[src/rtl/dump_stage_mb_pkg.sv]
// Shared types and constants for the Keccak output dump stage.
package dump_stage_mb_pkg;

    typedef enum logic [1:0] {
        OP_SHAKE128 = 2'd0,
        OP_SHAKE256 = 2'd1,
        OP_SHA3_256 = 2'd2,
        OP_SHA3_512 = 2'd3
    } op_mode_t;

    typedef enum logic [1:0] {
        ST_IDLE     = 2'd0,
        ST_STREAM   = 2'd1,
        ST_WAIT_BLK = 2'd2,
        ST_DRAIN    = 2'd3
    } dump_state_t;

    localparam int RATE_SHAKE128 = 1344;
    localparam int RATE_SHAKE256 = 1088;
    localparam int RATE_SHA3_256 = 1088;
    localparam int RATE_SHA3_512 = 576;

    localparam int SHA3_256_OUT = 256;
    localparam int SHA3_512_OUT = 512;

    // Rate in bits of one squeeze block for the given mode.
    function automatic int unsigned rate_of(input op_mode_t mode);
        case (mode)
            OP_SHAKE128: return RATE_SHAKE128;
            OP_SHAKE256: return RATE_SHAKE256;
            OP_SHA3_256: return RATE_SHA3_256;
            default:     return RATE_SHA3_512;
        endcase
    endfunction

endpackage

[src/rtl/dump_stage_mb_if.sv]
// Output word stream of the dump stage: W-bit data, byte keep, last, valid/ready.
interface dump_stage_mb_if #(
    parameter int W = 64
);
    logic [W-1:0]   data_out;
    logic [W/8-1:0] data_keep;
    logic           last_out;
    logic           valid_out;
    logic           ready_in;

    modport master (
        output data_out, data_keep, last_out, valid_out,
        input  ready_in
    );

    modport slave (
        input  data_out, data_keep, last_out, valid_out,
        output ready_in
    );
endinterface

[src/rtl/dump_stage_mb_slot_ring.sv]
// Ring of squeeze-block slots with per-slot word count and last tag.
module dump_slot_ring #(
    parameter int NUM_BUF  = 2,
    parameter int RATE_MAX = 1344,
    parameter int IDX_W    = 5
) (
    input  logic                clk,
    input  logic                rst,
    input  logic                wr_en,
    input  logic [RATE_MAX-1:0] wr_data,
    input  logic [IDX_W-1:0]    wr_words,
    input  logic                wr_last,
    input  logic                rd_retire,
    output logic                available,
    output logic                occupied,
    output logic                occupied_next,
    output logic [RATE_MAX-1:0] rd_data,
    output logic [IDX_W-1:0]    rd_words,
    output logic                rd_last
);
    localparam int PTR_W = (NUM_BUF > 1) ? $clog2(NUM_BUF) : 1;
    localparam int CNT_W = $clog2(NUM_BUF + 1);

    logic [RATE_MAX-1:0] slot_data  [NUM_BUF];
    logic [IDX_W-1:0]    slot_words [NUM_BUF];
    logic [NUM_BUF-1:0]  slot_last;
    logic [PTR_W-1:0]    wr_ptr;
    logic [PTR_W-1:0]    rd_ptr;
    logic [CNT_W-1:0]    count;
    logic [CNT_W-1:0]    count_next;

    function automatic logic [PTR_W-1:0] ptr_inc(input logic [PTR_W-1:0] p);
        return (p == PTR_W'(NUM_BUF - 1)) ? '0 : p + PTR_W'(1);
    endfunction

    // Occupancy after this cycle; a write and a retire together cancel out.
    always_comb begin
        count_next = count;
        if (wr_en && !rd_retire) begin
            count_next = count + CNT_W'(1);
        end else if (!wr_en && rd_retire) begin
            count_next = count - CNT_W'(1);
        end
    end

    // Pointers, occupancy and last tags; reset empties the ring.
    always_ff @(posedge clk or negedge rst) begin
        if (!rst) begin
            wr_ptr    <= '0;
            rd_ptr    <= '0;
            count     <= '0;
            slot_last <= '0;
        end else begin
            if (wr_en) begin
                wr_ptr            <= ptr_inc(wr_ptr);
                slot_last[wr_ptr] <= wr_last;
            end
            if (rd_retire) begin
                rd_ptr <= ptr_inc(rd_ptr);
            end
            count <= count_next;
        end
    end

    // Block payload storage; contents are only meaningful while counted.
    always_ff @(posedge clk) begin
        if (wr_en) begin
            slot_data[wr_ptr]  <= wr_data;
            slot_words[wr_ptr] <= wr_words;
        end
    end

    assign available     = (count != CNT_W'(NUM_BUF));
    assign occupied      = (count != '0);
    assign occupied_next = (count_next != '0);
    assign rd_data       = slot_data[rd_ptr];
    assign rd_words      = slot_words[rd_ptr];
    assign rd_last       = slot_last[rd_ptr];

endmodule

[src/rtl/dump_stage_mb.sv]
// Keccak output stage: buffers squeeze blocks and serialises them as trimmed W-bit words.
module dump_stage_mb
    import dump_stage_mb_pkg::*;
#(
    parameter int W        = 64,
    parameter int NUM_BUF  = 2,
    parameter int RATE_MAX = 1344,
    parameter int SIZE_W   = 32
) (
    input  logic                clk,
    input  logic                rst,
    input  logic [RATE_MAX-1:0] rate_output,
    input  logic [SIZE_W-1:0]   output_size,
    input  logic [1:0]          operation_mode,
    input  logic                output_buffer_we,
    input  logic                last_output_block,
    output logic                output_buffer_available_wr,
    output logic                last_output_block_clr,
    dump_stage_mb_if.master     stream
);
    localparam int WORDS_MAX = RATE_MAX / W;
    localparam int IDX_W     = $clog2(WORDS_MAX + 1);
    localparam int KEEP_W    = W / 8;

    op_mode_t            wr_mode;
    logic                wr_en;
    logic [IDX_W-1:0]    wr_words;
    logic [SIZE_W-1:0]   req_len;
    logic                available;
    logic                occupied;
    logic                occupied_next;
    logic [RATE_MAX-1:0] rd_data;
    logic [IDX_W-1:0]    rd_words;
    logic                rd_last;
    logic [SIZE_W-1:0]   remaining;
    logic [SIZE_W-1:0]   remaining_next;
    logic [IDX_W-1:0]    word_idx;
    logic                request_active;
    logic                active_next;
    dump_state_t         state;
    dump_state_t         state_next;
    logic                valid;
    logic                xfer;
    logic                final_word;
    logic                retire;
    logic                retire_last;
    logic [W-1:0]        raw_word;
    logic [W-1:0]        bit_mask;
    logic [KEEP_W-1:0]   keep;

    assign wr_mode  = op_mode_t'(operation_mode);
    assign wr_en    = output_buffer_we && available;
    assign wr_words = IDX_W'(rate_of(wr_mode) / W);

    dump_slot_ring #(
        .NUM_BUF  (NUM_BUF),
        .RATE_MAX (RATE_MAX),
        .IDX_W    (IDX_W)
    ) u_ring (
        .clk           (clk),
        .rst           (rst),
        .wr_en         (wr_en),
        .wr_data       (rate_output),
        .wr_words      (wr_words),
        .wr_last       (last_output_block),
        .rd_retire     (retire),
        .available     (available),
        .occupied      (occupied),
        .occupied_next (occupied_next),
        .rd_data       (rd_data),
        .rd_words      (rd_words),
        .rd_last       (rd_last)
    );

    // Requested length: SHAKE follows output_size, SHA3 uses its fixed digest size.
    always_comb begin
        req_len = output_size;
        case (wr_mode)
            OP_SHA3_256: req_len = SIZE_W'(SHA3_256_OUT);
            OP_SHA3_512: req_len = SIZE_W'(SHA3_512_OUT);
            default:     req_len = output_size;
        endcase
    end

    assign valid       = occupied && (remaining != '0);
    assign xfer        = valid && stream.ready_in;
    assign final_word  = (remaining <= SIZE_W'(W));
    assign retire      = (xfer && ((word_idx == rd_words - IDX_W'(1)) || final_word))
                         || (state == ST_DRAIN);
    assign retire_last = retire && rd_last;
    assign raw_word    = rd_data[word_idx * W +: W];

    // Final-word trim: keep covers partial bytes, data bits past the length read as zero.
    always_comb begin
        bit_mask = '1;
        keep     = '1;
        if (final_word) begin
            for (int i = 0; i < W; i++) begin
                bit_mask[i] = (SIZE_W'(i) < remaining);
            end
            for (int b = 0; b < KEEP_W; b++) begin
                keep[b] = (SIZE_W'(b * 8) < remaining);
            end
        end
    end

    // Remaining length and request tracking; a new request may start as the old one retires.
    always_comb begin
        remaining_next = remaining;
        active_next    = request_active;
        if (xfer) begin
            remaining_next = final_word ? '0 : remaining - SIZE_W'(W);
        end
        if (retire_last) begin
            active_next = 1'b0;
        end
        if (wr_en && (!request_active || retire_last)) begin
            remaining_next = req_len;
            active_next    = 1'b1;
        end
    end

    // Next control state; DRAIN means a slot is present but nothing is left to send.
    always_comb begin
        if (occupied_next && (remaining_next == '0)) begin
            state_next = ST_DRAIN;
        end else if (active_next && occupied_next) begin
            state_next = ST_STREAM;
        end else if (active_next) begin
            state_next = ST_WAIT_BLK;
        end else begin
            state_next = ST_IDLE;
        end
    end

    // Control FSM with its counters and the registered retire-of-last pulse.
    always_ff @(posedge clk or negedge rst) begin
        if (!rst) begin
            state                 <= ST_IDLE;
            remaining             <= '0;
            request_active        <= 1'b0;
            word_idx              <= '0;
            last_output_block_clr <= 1'b0;
        end else begin
            state          <= state_next;
            remaining      <= remaining_next;
            request_active <= active_next;
            if (retire) begin
                word_idx <= '0;
            end else if (xfer) begin
                word_idx <= word_idx + IDX_W'(1);
            end
            last_output_block_clr <= retire_last;
        end
    end

    assign output_buffer_available_wr = available;
    assign stream.valid_out = valid;
    assign stream.data_out  = valid ? (raw_word & bit_mask) : '0;
    assign stream.data_keep = valid ? keep : '0;
    assign stream.last_out  = valid && final_word;

endmodule
[src/flat_wrapper.sv]
// flat-port wrapper written by rule: the top's interface ports become plain ports
module dump_stage_mb_flat import dump_stage_mb_pkg::*;
#(
    parameter int W        = 64,
    parameter int NUM_BUF  = 2,
    parameter int RATE_MAX = 1344,
    parameter int SIZE_W   = 32
)
  (clk, rst, rate_output, output_size, operation_mode, output_buffer_we, last_output_block, output_buffer_available_wr, last_output_block_clr, stream_data_out, stream_data_keep, stream_last_out, stream_valid_out, stream_ready_in);
  dump_stage_mb_if #(.W(W)) stream_i ();
  input  logic clk;
  input  logic rst;
  input  logic [RATE_MAX-1:0] rate_output;
  input  logic [SIZE_W-1:0] output_size;
  input  logic [1:0] operation_mode;
  input  logic output_buffer_we;
  input  logic last_output_block;
  output logic output_buffer_available_wr;
  output logic last_output_block_clr;
  output wire logic [$bits(stream_i.data_out)-1:0] stream_data_out;
  output wire logic [$bits(stream_i.data_keep)-1:0] stream_data_keep;
  output wire logic [$bits(stream_i.last_out)-1:0] stream_last_out;
  output wire logic [$bits(stream_i.valid_out)-1:0] stream_valid_out;
  input wire logic [$bits(stream_i.ready_in)-1:0] stream_ready_in;
  assign stream_data_out = stream_i.data_out;
  assign stream_data_keep = stream_i.data_keep;
  assign stream_last_out = stream_i.last_out;
  assign stream_valid_out = stream_i.valid_out;
  assign stream_i.ready_in = stream_ready_in;
  dump_stage_mb #(.W(W), .NUM_BUF(NUM_BUF), .RATE_MAX(RATE_MAX), .SIZE_W(SIZE_W)) u_core (.clk(clk), .rst(rst), .rate_output(rate_output), .output_size(output_size), .operation_mode(operation_mode), .output_buffer_we(output_buffer_we), .last_output_block(last_output_block), .output_buffer_available_wr(output_buffer_available_wr), .last_output_block_clr(last_output_block_clr), .stream(stream_i));
endmodule
[config.mk]
export PLATFORM = sky130hd
export DESIGN_NAME = dump_stage_mb_flat
export DESIGN_NICKNAME = d
export VERILOG_FILES = /design/src/rtl/dump_stage_mb_pkg.sv /design/src/rtl/dump_stage_mb_if.sv /design/src/rtl/dump_stage_mb_slot_ring.sv /design/src/rtl/dump_stage_mb.sv /design/src/flat_wrapper.sv
export SDC_FILE = /design/constraint.sdc
export NUM_CORES = 2
export LEC_CHECK = 0
export BUFFER_PORTS_ARGS = -buffer_cell sky130_fd_sc_hd__buf_2
export CORE_AREA = 2 2 567 569
export DETAILED_ROUTE_END_ITERATION = 6
export DIE_AREA = 0 0 569 571
export PLACE_DENSITY_LB_ADDON = 0.1
export SETUP_SLACK_MARGIN = 0.1
export SLEW_MARGIN = 20
export SYNTH_ARGS = -nofsm -noshare
export SYNTH_HDL_FRONTEND = slang
export SYNTH_SLANG_ARGS = --single-unit
[constraint.sdc]
create_clock -name clk -period 76.9 [get_ports clk]
set_clock_uncertainty 0.05 [all_clocks]
set_input_delay 11.535 -clock clk [delete_from_list [all_inputs] [get_ports clk]]
set_output_delay 11.535 -clock clk [all_outputs]
set_load 0.1 [all_outputs]
==> impl_metrics.ini <==
[placement]
place_inst = 10488
gp_congestion = 0.8719
portBuffers = 1458
hpwl_mm = 302.1
place_area_um2 = 118900
pre_cts_ws_ns = 58.43

[power_and_ir_drop]
p_sw_share_pct = 38.28
power.density_nw_per_um2 = 43.97
seqPwrFrac_pct = 37.7
p_leak_nw = 44.76
p_int_w = 0.003508
ir_worst_vdd_uv = 60.47
p_comb_share_pct = 36.8
finalPower_w = 0.005684
power_switching_w = 0.002176
pwr-share-clk_pct = 25.5

[run_status]
run_status = finished, final reports clean

[finish]
final_layout_size_suffix_gt1_share_pct = 39.43
final_nets = 7995
final_cell_mix = edfxtp_1 (2694), buf_2 (1458), mux4_2 (622)
syn2layout_area_growth_pct = 21.49
final_area_um2 = 129300
final_common_cell = edfxtp_1
final_cells = 11265

[sta]
worst_slew_pin_slew_ns = 1.348
grt_setup_unrepaired = false
finalSetupTns_ns = 0
hold_viol_final = 0
slew_headroom_pct = 10.16
fmax_mhz = 52.38
final.setup.worst_slack_ns = 57.81
finalCritPeriodShare_pct = 24.82
report.final.slew_viol_count = 0
finalSetupViolCount = 0
final.min_clock_period_ns = 19.09

[routing]
ant_nets = 0
finalWirelength_mm = 412.1
drcViolationCount = 0
wire_per_inst_um = 36.58
drtPass1Iterations = 5
drtIter0Drc = 6205
vias = 60007
vias_per_cell = 5.327

[worst_setup_path]
end_kind = output port
r2r_end = u_core.u_ring.slot_data[0][447]$_DFFE_PP_
crit_fanout = 65
critical_path.most_common_cell = buf_4
path_class = flip-flop to output port
cp-start-kind = flip-flop
critPathRequiredTime_ns = 65.32
cp-startpoint = u_core.u_ring.rd_ptr$_DFFE_PN0N_
crit_path_max_incr_delay_ns = 1.04
crit_buf_inv = 5
ff2ff_path_depth = 9
crit_family = buffers and inverters
path_cells = buf_4 -> buf_12 -> buf_4 -> buf_4 -> mux4_2 -> nand2_1 -> nand2_1 -> a21oi_1 -> o21ai_0 -> o21ai_0 -> a211oi_1 -> buf_2
reg2reg_slack_ns = 70.88
rr_startpoint = u_core.u_ring.count[0]$_DFF_PN0_
cp_slowest_cell = dfrtp_4
arrival_ns = 7.51

[logic_synthesis]
synthCells = 4994
synth_area_leaders = edfxtp_1 (76%), mux4_2 (13%), mux2i_1 (2.5%)
ys_ff_latch = 2741
yosys.area.top_type = edfxtp_1
syn-num-nets = 6384
syn_avg_cell_area_um2 = 21.31
ys.flop_type = edfxtp_1
netlist_area_um2 = 106400
synth.top_cell.area_share_pct = 76.03
yosysSeqAreaShare_pct = 77.14
synth_enable_flop_cells = 2694
async_reset_ff_share_pct = 1.715
yosysWarnings = 0
yosysUniqueCellTypes = 76

[cts]
cts_made_buffers = 315
root_buffer = clkbuf_16
cts_tree = done
clk_latency_ns = 0.90
cts-resized-gates = 0
cts_max_level = 5
post_cts_buffers = 0
clk_pin_slew_ns = 0.06
clockBufferDepth = 4
hold_buffers = 0
clock_sinks = 2741

[floorplan]
initial_core_util_pct = 33.32
die_h_um = 571
die_w_um = 569
ios = 1459
dieArea_um2 = 324900
coreArea_um2 = 319300
rows = 208

[run]
maxCapViolations = 0

[global_routing]
grt_max_degree = 170
grt_usage_pct = 24.80
antenna_found_initial = 593
grt-ovfl-total = 0
grt_pass1_wl_mm = 543.2
first_global_vias = 61064

[worst_hold_path]
min_to = u_core.u_ring.slot_last[0]$_DFFE_PN0P_
hold-path-cell-count = 1
hp-class = flip-flop to flip-flop
hold_start = u_core.u_ring.slot_last[0]$_DFFE_PN0P_
[final cells by class]
type,count,area (um2)
Antenna cell,209,523.0
Clock buffer,403,8371
Clock inverter,165,1455
Fill cell,28907,190100
Inverter,23,98.84
Multi-Input combinational cell,1940,23080
Sequential cell,2741,82100
Tap cell,4200,5255
Timing Repair Buffer,1584,8393
[logic make-up (layout without fill, tap and decap cells)]
group	count (synthesis)	count (layout)	synth area share (%)
adders and majority gates	7	7	0.08231
muxes	922	922	16.03
DFF	2741	2741	77.14
buffers and inverters	313	2175	1.278
xor gates and xnor gates	24	24	0.1976
and+or+nand+nor	484	484	2.081
AOI/OAI and AO/OA	503	503	3.193
other	0	209	0
[how the worst max path moves through the flow]
stage | endpoint | slack, ns | cells past startpoint
after detailed placement | stream_data_out[31] | 58.43 | 11
after global routing | stream_data_out[31] | 57.32 | 11
after CTS | stream_data_out[31] | 57.41 | 11
after global placement | stream_data_out[31] | 58.38 | 11
final | stream_data_out[33] | 57.81 | 12
after floorplan | u_core.u_ring.slot_last[0]$_DFFE_PN0P_ | 2.52 | 4
[power by group through the flow]
stage                     Combinational, W  Sequential, W  Clock [W]
after floorplan                    0.00131        0.00286          0
after global placement             0.00214        0.00216          0
after detailed placement           0.00214        0.00217          0
after CTS                          0.00214        0.00214    0.00148
after global routing               0.00220        0.00217    0.00154
final                              0.00209        0.00214    0.00145
[state kept, by name, indices dropped and copies added (netlist names)]
register / count
u_core.request_active: 1
u_core.u_ring.slot_words: 6
u_core.u_ring.count: 2
u_core.state: 2
u_core.word_idx: 5
u_core.remaining: 32
u_core.last_output_block_clr: 1
u_core.u_ring.slot_last: 2
u_core.u_ring.rd_ptr: 1
u_core.u_ring.slot_data: 2688
u_core.u_ring.wr_ptr: 1
[synth_stat cells (all sizes together), types with 5 or more instances]
cell and number:
and3 28, inv 21, nor3 43, nor2 103
a211oi 40, and2 9, o211ai 13, o31ai 11
ha 7, o221ai 14, or4 9, a22o 10
nor2b 9, a21o 5, a221o 8, a2111oi 8
a31o 8, clkbuf 165, a31oi 32, a21oi 88
mux4 622, edfxtp 2694, buf 125, xnor2 18
nand2b 6, nand2 211, o22ai 103, a22oi 23
nor4 15, nand3 27, mux2i 262, xor2 6
or3 6, dfrtp 47, o21ai 70, nand4 8
a221oi 32, o22a 6, mux2 38
[through the flow]
step | utilization, % | hold WS [ns]
after floorplan | - | 0.4103
after global placement | 37.23 | 0.4351
after detailed placement | 37.24 | 0.4468
after CTS | 40.32 | 0.4588
after global routing | 40.37 | 0.4756
final | 40.48 | 0.4598
[routing by layer]
| layer | up-vias | track usage, % | share of wire (%) |
|---|---|---|---|
| met4 | 276 | 8.536 | 4.2 |
| met5 | - | 0 | 0.45 |
| met2 | 2780 | 40.16 | 47 |
| li1 | 24619 | - | - |
| met3 | 1171 | 8.535 | 9.7 |
| met1 | 31161 | 30.93 | 38 |
Power figures use the tool's default switching activity.
